File: config.mk
export PLATFORM = sky130hd
export DESIGN_NAME = memory_port_arbiter
export DESIGN_NICKNAME = d
export VERILOG_FILES = /design/src/rtl/memory_port_arbiter.sv
export SDC_FILE = /design/constraint.sdc
export NUM_CORES = 1
export LEC_CHECK = 0
export CORE_MARGIN = 4
export CORE_UTILIZATION = 44
export CTS_BUF_LIST = sky130_fd_sc_hd__clkbuf_16
export DETAILED_ROUTE_END_ITERATION = 10
export PLACE_DENSITY_LB_ADDON = 0.25
export REMOVE_ABC_BUFFERS = 1
export SYNTH_ARGS = -nofsm -noshare
export SYNTH_HDL_FRONTEND = slang
export SYNTH_SLANG_ARGS = --single-unit
File: constraint.sdc
create_clock -name clk -period 9.21 [get_ports clk]
set_clock_uncertainty 0.15 [all_clocks]
set_input_delay 0.921 -clock clk [delete_from_list [all_inputs] [get_ports clk]]
set_output_delay 0.921 -clock clk [all_outputs]
set_load 0.005 [all_outputs]
File: src/rtl/memory_port_arbiter.sv
// Arbitrates the instruction-fetch and data ports onto one single-port memory,
// one transaction in flight, with data priority bounded by a fetch-starvation streak.
module memory_port_arbiter #(
  parameter int unsigned MAX_D_STREAK = 4,
  parameter int unsigned ADDR_W       = 32
) (
  input  logic              clk,
  input  logic              rst,

  input  logic              inst_start,
  output logic              inst_ready,
  input  logic [ADDR_W-1:0] i_addr,
  output logic [31:0]       inst,
  output logic              inst_valid,

  input  logic              d_cmd_start,
  input  logic              d_cmd_write,
  output logic              d_cmd_ready,
  input  logic [ADDR_W-1:0] d_addr,
  input  logic [31:0]       wdata,
  input  logic [31:0]       wmask,
  output logic [31:0]       rdata,
  output logic              rdata_valid,

  output logic              mem_cmd_start,
  output logic              mem_cmd_write,
  input  logic              mem_cmd_ready,
  output logic [ADDR_W-1:0] mem_addr,
  output logic [31:0]       mem_wdata,
  output logic [31:0]       mem_wmask,
  input  logic [31:0]       mem_rdata,
  input  logic              mem_rdata_valid
);

  typedef enum logic [1:0] {
    IDLE,
    ISSUE,
    WAIT_RESP
  } state_t;

  typedef enum logic {
    OWN_INST,
    OWN_DATA
  } owner_t;

  localparam logic [3:0] STREAK_MAX = 4'(MAX_D_STREAK);

  state_t              state_q;
  owner_t              owner_q;
  logic [3:0]          streak_q;
  logic [3:0]          streak_d;
  logic                inst_valid_q;
  logic                rdata_valid_q;
  logic [31:0]         inst_q;
  logic [31:0]         rdata_q;
  logic                cmd_start_q;
  logic                cmd_write_q;
  logic [ADDR_W-1:0]   addr_q;
  logic [31:0]         wdata_q;
  logic [31:0]         wmask_q;

  logic force_i;
  logic d_grant;
  logic i_grant;

  // Streak only counts data wins that actually kept a fetch waiting.
  always_comb begin
    force_i     = inst_start && (streak_q == STREAK_MAX);
    d_cmd_ready = (state_q == IDLE) && !force_i;
    inst_ready  = (state_q == IDLE) && (!d_cmd_start || force_i);
    d_grant     = d_cmd_start && d_cmd_ready;
    i_grant     = inst_start && inst_ready;
    streak_d    = streak_q;
    if (d_grant) begin
      if (!inst_start) begin
        streak_d = '0;
      end else if (streak_q != STREAK_MAX) begin
        streak_d = streak_q + 4'd1;
      end
    end else if (i_grant) begin
      streak_d = '0;
    end
  end

  always_ff @(posedge clk or posedge rst) begin
    if (rst) begin
      state_q       <= IDLE;
      owner_q       <= OWN_INST;
      streak_q      <= '0;
      inst_valid_q  <= 1'b0;
      rdata_valid_q <= 1'b0;
      inst_q        <= '0;
      rdata_q       <= '0;
      cmd_start_q   <= 1'b0;
      cmd_write_q   <= 1'b0;
      addr_q        <= '0;
      wdata_q       <= '0;
      wmask_q       <= '0;
    end else begin
      inst_valid_q  <= 1'b0;
      rdata_valid_q <= 1'b0;
      streak_q      <= streak_d;
      unique case (state_q)
        IDLE: begin
          if (d_grant) begin
            owner_q     <= OWN_DATA;
            addr_q      <= d_addr;
            cmd_write_q <= d_cmd_write;
            wdata_q     <= wdata;
            wmask_q     <= wmask;
            cmd_start_q <= 1'b1;
            state_q     <= ISSUE;
          end else if (i_grant) begin
            owner_q     <= OWN_INST;
            addr_q      <= i_addr;
            cmd_write_q <= 1'b0;
            wdata_q     <= '0;
            wmask_q     <= '0;
            cmd_start_q <= 1'b1;
            state_q     <= ISSUE;
          end
        end
        ISSUE: begin
          // Writes complete on acceptance; only reads wait for a response.
          if (mem_cmd_ready) begin
            cmd_start_q <= 1'b0;
            state_q     <= cmd_write_q ? IDLE : WAIT_RESP;
          end
        end
        WAIT_RESP: begin
          if (mem_rdata_valid) begin
            if (owner_q == OWN_DATA) begin
              rdata_q       <= mem_rdata;
              rdata_valid_q <= 1'b1;
            end else begin
              inst_q       <= mem_rdata;
              inst_valid_q <= 1'b1;
            end
            state_q <= IDLE;
          end
        end
        default: state_q <= IDLE;
      endcase
    end
  end

  assign inst          = inst_q;
  assign inst_valid    = inst_valid_q;
  assign rdata         = rdata_q;
  assign rdata_valid   = rdata_valid_q;
  assign mem_cmd_start = cmd_start_q;
  assign mem_cmd_write = cmd_write_q;
  assign mem_addr      = addr_q;
  assign mem_wdata     = wdata_q;
  assign mem_wmask     = wmask_q;

endmodule

==> results_dict.tcl, run 1 <==
set metrics [dict create \
    synthMuxAreaShare_pct 10.60 \
    num_rows 45 \
    wl_per_cell_um 19.90 \
    outcome "finished clean" \
    crit_buf_inv 3 \
    worstPathCellList "clkdlybuf4s50_1 > and4b_1 > buf_4 > nor2_1 > clkdlybuf4s50_1" \
    cp_top_family "buffers and inverters" \
    drc 0 \
    cts_tree "yes" \
    fin_crit_sh_pct 40.80 \
    initial_utilization_pct 45.17 \
    numCtsBuffers 17 \
    diodes 0 \
    cp.depth 5 \
    die-area_um2 17730 \
    ioPinCount 333 \
    critPathMaxFanout 34 \
    numPortBuffers 332 \
    grt_pass1_wl_um 32980 \
    start_kind "input pin" \
    htreeDepth 4 \
    synthAdderAreaFrac_pct 0.3630 \
    worst_path_most_repeated_cell "clkdlybuf4s50_1" \
    synth-seq-cells 171 \
    clockBufferDepth 2 \
    multi_input_area_um2 2247 \
    max-vdd-ir-drop_uv 176.8 \
    fmax_mhz 266.1 \
    fp.coreArea_um2 15260 \
    slowest_stage "clkdlybuf4s50_1" \
    grt_pass1_vias 6173 \
    leakage_uw 0.004685 \
    arrival_ns 2.69 \
    hold_violations 0 \
    wl_met3_um 1653 \
    synth_cells 517 \
    clkTransAtPathRegs_ns 0.07 \
    dp.cells 1023 \
    final-max-slew-violation-count 0 \
    hold_class "register to register" \
    root_buffer "clkbuf_16" \
    placed_area_um2 10330 \
    end_kind "output pin" \
    yosysSeqAreaShare_pct 62.08 \
    yosys_warnings 0 \
    worst_pin_slew_ns 1.315 \
    drive_above_1_share_pct 12.68 \
    wl_met2_um 10320 \
    startpoint "inst_start" \
    gp_congestion 0.8216 \
    drt_iter0_markers 310 \
    syn_avg_cell_area_um2 13.33 \
    synth_xor_xnor_area_share_pct 0 \
    postCtsSetupRepairBufs 0 \
    synth_top_family_by_area "compound AO/OA/AOI/OAI gates" \
    routed_wl_um 21000 \
    fin_nets 1000 \
    antenna_found_initial 0 \
    rr_worst_depth 4 \
    viasPerCell 5.379 \
    stdcell_count 1055 \
    crit_required_ns 8.14 \
    cts_resized 0 \
    slowest_delay_ns 0.62 \
    die_height_um 133.2 \
    rsz0062_at_grt "no" \
    reg2reg_from "state_q[1]" \
    die_x_um 133.2 \
    synth_area_um2 6893 \
    n_fill_cell 1055 \
    highest_layer "met4" \
    grt_max_degree 93 \
    vias 5675 \
    first_pass_iters 5 \
    insertion_delay_ns 0.41 \
    m1WireLength_um 8270 \
    power.density_nw_per_um2 316.4 \
    fin_area_um2 10880 \
    period_minus_slack_ns 3.758 \
    holdBufCountCts 0 \
    drv_cap 0 \
    seq_area_um2 4279 \
    total_power_uw 3443 \
    yosys.area_share.simple_pct 2.124 \
    fin_util_pct 71.31 \
    dp_hpwl_um 14670 \
    worstHoldStart "mem_wmask[8]" \
    slew-limit-headroom_pct 12.08 \
    min_path_cells 1 \
    clock_sinks 171 \
    fin_setup_tns_ns 0 \
    gr-total-overflow 0 \
    setup_viol 0 \
    drtAntennaViolNets 0 \
    synth-compound-area-share_pct 19.39 \
    ys_types 36 \
    area_growth_pct 57.85 \
    crit_type "input pin to output pin" \
    grt_usage_pct 23.49 \
]
-- Yosys cell counts --
master	n	area [um2]
ha_1	2	25.02
a211oi_1	1	7.510
nor2_2	1	6.260
a21o_1	1	7.510
nor4b_1	1	8.760
nand4b_1	2	17.52
buf_6	5	56.30
or2_1	2	12.51
nor2b_1	1	6.260
nand3_1	3	15.01
buf_2	15	75.07
dfrtp_1	171	4279
nor2_1	4	15.01
a21oi_1	2	10.01
nand3b_1	1	7.510
inv_1	38	142.6
clkbuf_1	22	82.58
nor3_1	1	5.000
nor3_4	1	16.27
o22ai_1	1	6.260
o2111ai_1	33	289.0
mux2_2	64	720.7
o21ai_0	34	170.2
a32o_1	1	10.01
o211ai_1	32	240.2
a22o_1	65	569.3
nand2_1	2	7.510
a31o_2	1	8.760
nor3b_2	1	12.51
mux2i_1	1	10.01
buf_1	3	11.26
o2bb2ai_1	1	8.760
and4b_1	1	10.01
buf_4	1	7.510
nand2b_1	1	6.260
a2bb2oi_1	1	8.760
-- final timing paths --
check / endpoint / slack, ns
setup / recovery: d_cmd_ready / 5.45
hold / removal: mem_wmask[8] / 0.35
setup reg to reg: mem_addr[25] / 6.36
hold reg to reg: mem_wmask[8] / 0.35
max in group asynchronous: mem_wdata[28] / 6.48
min in group asynchronous: mem_wdata[13] / 0.90
-- where the power goes --
group,switching [uW],internal (uW),total [uW],leakage [uW]
Clock,300,372,672,0.000268
Combinational,553,918,1470,0.00227
Sequential,205,1090,1300,0.00215
Total,1060,2380,3440,0.00469
-- per-stage QoR --
stage	hold slack, ns	setup WS, ns
2_1_floorplan	0.3397	3.507
3_3_place_gp	0.3310	5.505
3_5_place_dp	0.3317	5.473
4_1_cts	0.3539	5.479
5_1_grt	0.3672	5.417
6_report	0.3499	5.452
-- placed cells by master (no fill, tap or decap), types with 3 or more instances in the layout --
cell and n:
o2111ai_1 33, clkbuf_16 17, mux2_2 64, nor2_1 4, clkinv_4 4, nand3_1 3, buf_4 9, o211ai_1 32
clkdlybuf4s50_1 332, clkinv_1 3, dfrtp_1 171, inv_1 38, inv_6 4, o21ai_0 34, a22o_1 65
-- worst reg2reg max path: cells and delay by family, from the launching register on --
family                 cells  cell delay [ns]
AND/OR/NAND/NOR            2             1.11
AO/OA/AOI/OAI              1             0.62
flip-flops                 1             0.48
buffers and inverters      1             0.35
-- metal layers --
layer / vias to the layer above / global-route usage (%)
met1: 2774 / 28.28
met5: - / 0
met4: 0 / 10.63
li1: 2576 / -
met2: 276 / 38.69
met3: 49 / 7.666
-- final cells by class --
class | count | area share, %
Sequential cell | 171 | 39.33
Timing Repair Buffer | 341 | 31.16
Multi-Input combinational cell | 262 | 20.65
Clock buffer | 17 | 3.910
Tap cell | 211 | 2.426
Inverter | 38 | 1.357
Clock inverter | 15 | 1.161
-- logic make-up after synthesis --
family	Yosys count
adder cells (fa/ha/maj)	2
AND/OR/NAND/NOR	22
buffers and inverters	84
multiplexers	65
AO/OA/AOI/OAI	173
flip-flops	171
-- state kept, by name, summed over array words and instances, names as in the netlist --
name and cells:
rdata 32, mem_addr 32, mem_wmask 32, mem_cmd_start 1, rdata_valid 1, mem_cmd_write 1, mem_wdata 32, streak_q 4
owner_q 1, state_q 2, inst_valid 1, inst 32
Power figures use the tool's default switching activity.
==> run 2: changes to the inputs <==
CORE_UTILIZATION = 41   (was 44)
clock period = 3.8 ns   (was 9.21 ns; I/O delays follow)
==> results_dict.tcl, run 2 (same netlist as run 1, synthesis figures left out) <==
set metrics [dict create \
    fmax_mhz 332.2 \
    clkTransAtPathRegs_ns 0.07 \
    worst_pin_slew_ns 1.169 \
    p_seq_share_pct 36.9 \
    fin_nets 1003 \
    power_switching_uw 2572 \
    mostFrequentLayoutCells "clkdlybuf4s50_1 (332), dfrtp_1 (171), a22o_1 (65)" \
    final_common_cell "clkdlybuf4s50_1" \
    period_minus_slack_ns 3.010 \
    max-vdd-ir-drop_uv 431.0 \
    clockBufferDepth 2 \
    die_height_um 137.7 \
    slew-limit-headroom_pct 22.04 \
    dp_hpwl_um 14910 \
    arrival_ns 2.48 \
    whs_ns 0.3483 \
    fin_setup_tns_ns 0 \
    slowest_delay_ns 0.93 \
    viasPerCell 5.307 \
    vias 5663 \
    cp_top_family "simple AND/OR/NAND/NOR gates" \
    crit_type "register to output pin" \
    postCtsSetupRepairBufs 0 \
    hold_violations 0 \
    critPathMaxFanout 36 \
    setup_viol 0 \
    root_buffer "clkbuf_16" \
    fin_crit_sh_pct 79.21 \
    drc 0 \
    worstPathCellList "or2_1 > a21oi_1 > clkdlybuf4s50_1" \
    first_pass_iters 4 \
    crit_buf_inv 1 \
    gp_congestion 0.7926 \
    rsz0062_at_grt "no" \
    switching_share_pct 30.03 \
    grt_pass1_vias 5911 \
    num_rows 47 \
    fin_util_pct 66.62 \
    antenna_found_initial 0 \
    ioPinCount 333 \
    grt_max_degree 92 \
    grt_pass1_wl_um 31800 \
    hold_class "input pin to asynchronous set/reset pin" \
    drive_above_1_share_pct 13.34 \
    outcome "finished clean" \
    die_x_um 137.7 \
    insertion_delay_ns 0.41 \
    drv_cap 0 \
    leakage_uw 0.004744 \
    crit_required_ns 3.27 \
    end_kind "output pin" \
    drt_iter0_markers 268 \
    start_kind "register" \
    power.density_nw_per_um2 778.1 \
    holdBufCountCts 0 \
    gr-total-overflow 0 \
    fp.coreArea_um2 16520 \
    cts_tree "yes" \
    drtAntennaViolNets 0 \
    diodes 0 \
    numCtsBuffers 17 \
    area_growth_pct 59.72 \
    wl_per_cell_um 19.55 \
    clock_power_share_pct 21.6 \
    htreeDepth 4 \
    n_fill_cell 1228 \
    numPortBuffers 332 \
    p_comb_share_pct 41.5 \
    clock_sinks 171 \
    routed_wl_um 20860 \
    final-max-slew-violation-count 0 \
    die-area_um2 18950 \
    grt_usage_pct 21.79 \
    cts_resized 0 \
    initial_utilization_pct 41.71 \
    internal_power_uw 5993 \
    slowest_stage "or2_1" \
]
## run 2: cell count changes in the layout (fill, tap and decap cells not counted), sizes merged
| cell | before | now |
|---|---|---|
| clkinvlp | 2 | 1 |
| clkinv | 8 | 5 |
| bufinv | 1 | 4 |
| buf | 9 | 12 |
| inv | 42 | 43 |
## run 2: stage by stage
stage | setup slack, ns | instance area (um2) | total power, uW | cells
2_1_floorplan | -1.362 | 6660 | 4443 | 471
3_3_place_gp | 1.019 | 10380 | 6645 | 1035
3_5_place_dp | 0.9250 | 10380 | 6768 | 1035
4_1_cts | 0.7937 | 11010 | 8657 | 1067
5_1_grt | 0.6523 | 11010 | 9076 | 1067
6_report | 0.7900 | 11010 | 8566 | 1067
## run 2: area by class of cell
cell class / instances / area (um2) / share of cell area (%)
Inverter: 38 / 147.6 / 1.341
Sequential cell: 171 / 4279 / 38.87
Clock inverter: 15 / 209.0 / 1.898
Tap cell: 220 / 275.3 / 2.500
Clock buffer: 17 / 425.4 / 3.864
Timing Repair Buffer: 344 / 3426 / 31.12
Multi-Input combinational cell: 262 / 2247 / 20.41
## run 2: path summary, 6_finish.rpt
kind | startpoint | to | slack, ns | depth (start not counted)
min in group clk | mem_wdata[12] | mem_wdata[12] | 0.35 | 1
worst max register to register | state_q[1] | mem_wmask[22] | 1.26 | 4
worst min register to register | mem_wdata[12] | mem_wdata[12] | 0.35 | 1
max in group asynchronous | rst | rdata[7] | 2.31 | 3
worst min-delay path | rst | inst[27] | 0.35 | 2
worst max-delay path | state_q[0] | inst_ready | 0.79 | 3
## run 2: routing by layer
layer	wire, um	GRT usage (%)	vias to the layer above
li1	-	-	2564
met1	8191	26.90	2785
met2	10410	36.23	287
met3	1799	6.282	27
met4	459	8.259	0
met5	0	0	-
## run 2: power by group through the flow
| stage | clock network, uW | logic [uW] | registers [uW] |
|---|---|---|---|
| CTS | 1890 | 3600 | 3160 |
| global placement | 0 | 3500 | 3150 |
| floorplan | 0 | 1280 | 3160 |
| detailed placement | 0 | 3600 | 3160 |
| global route | 1960 | 3850 | 3270 |
| finish | 1850 | 3560 | 3160 |
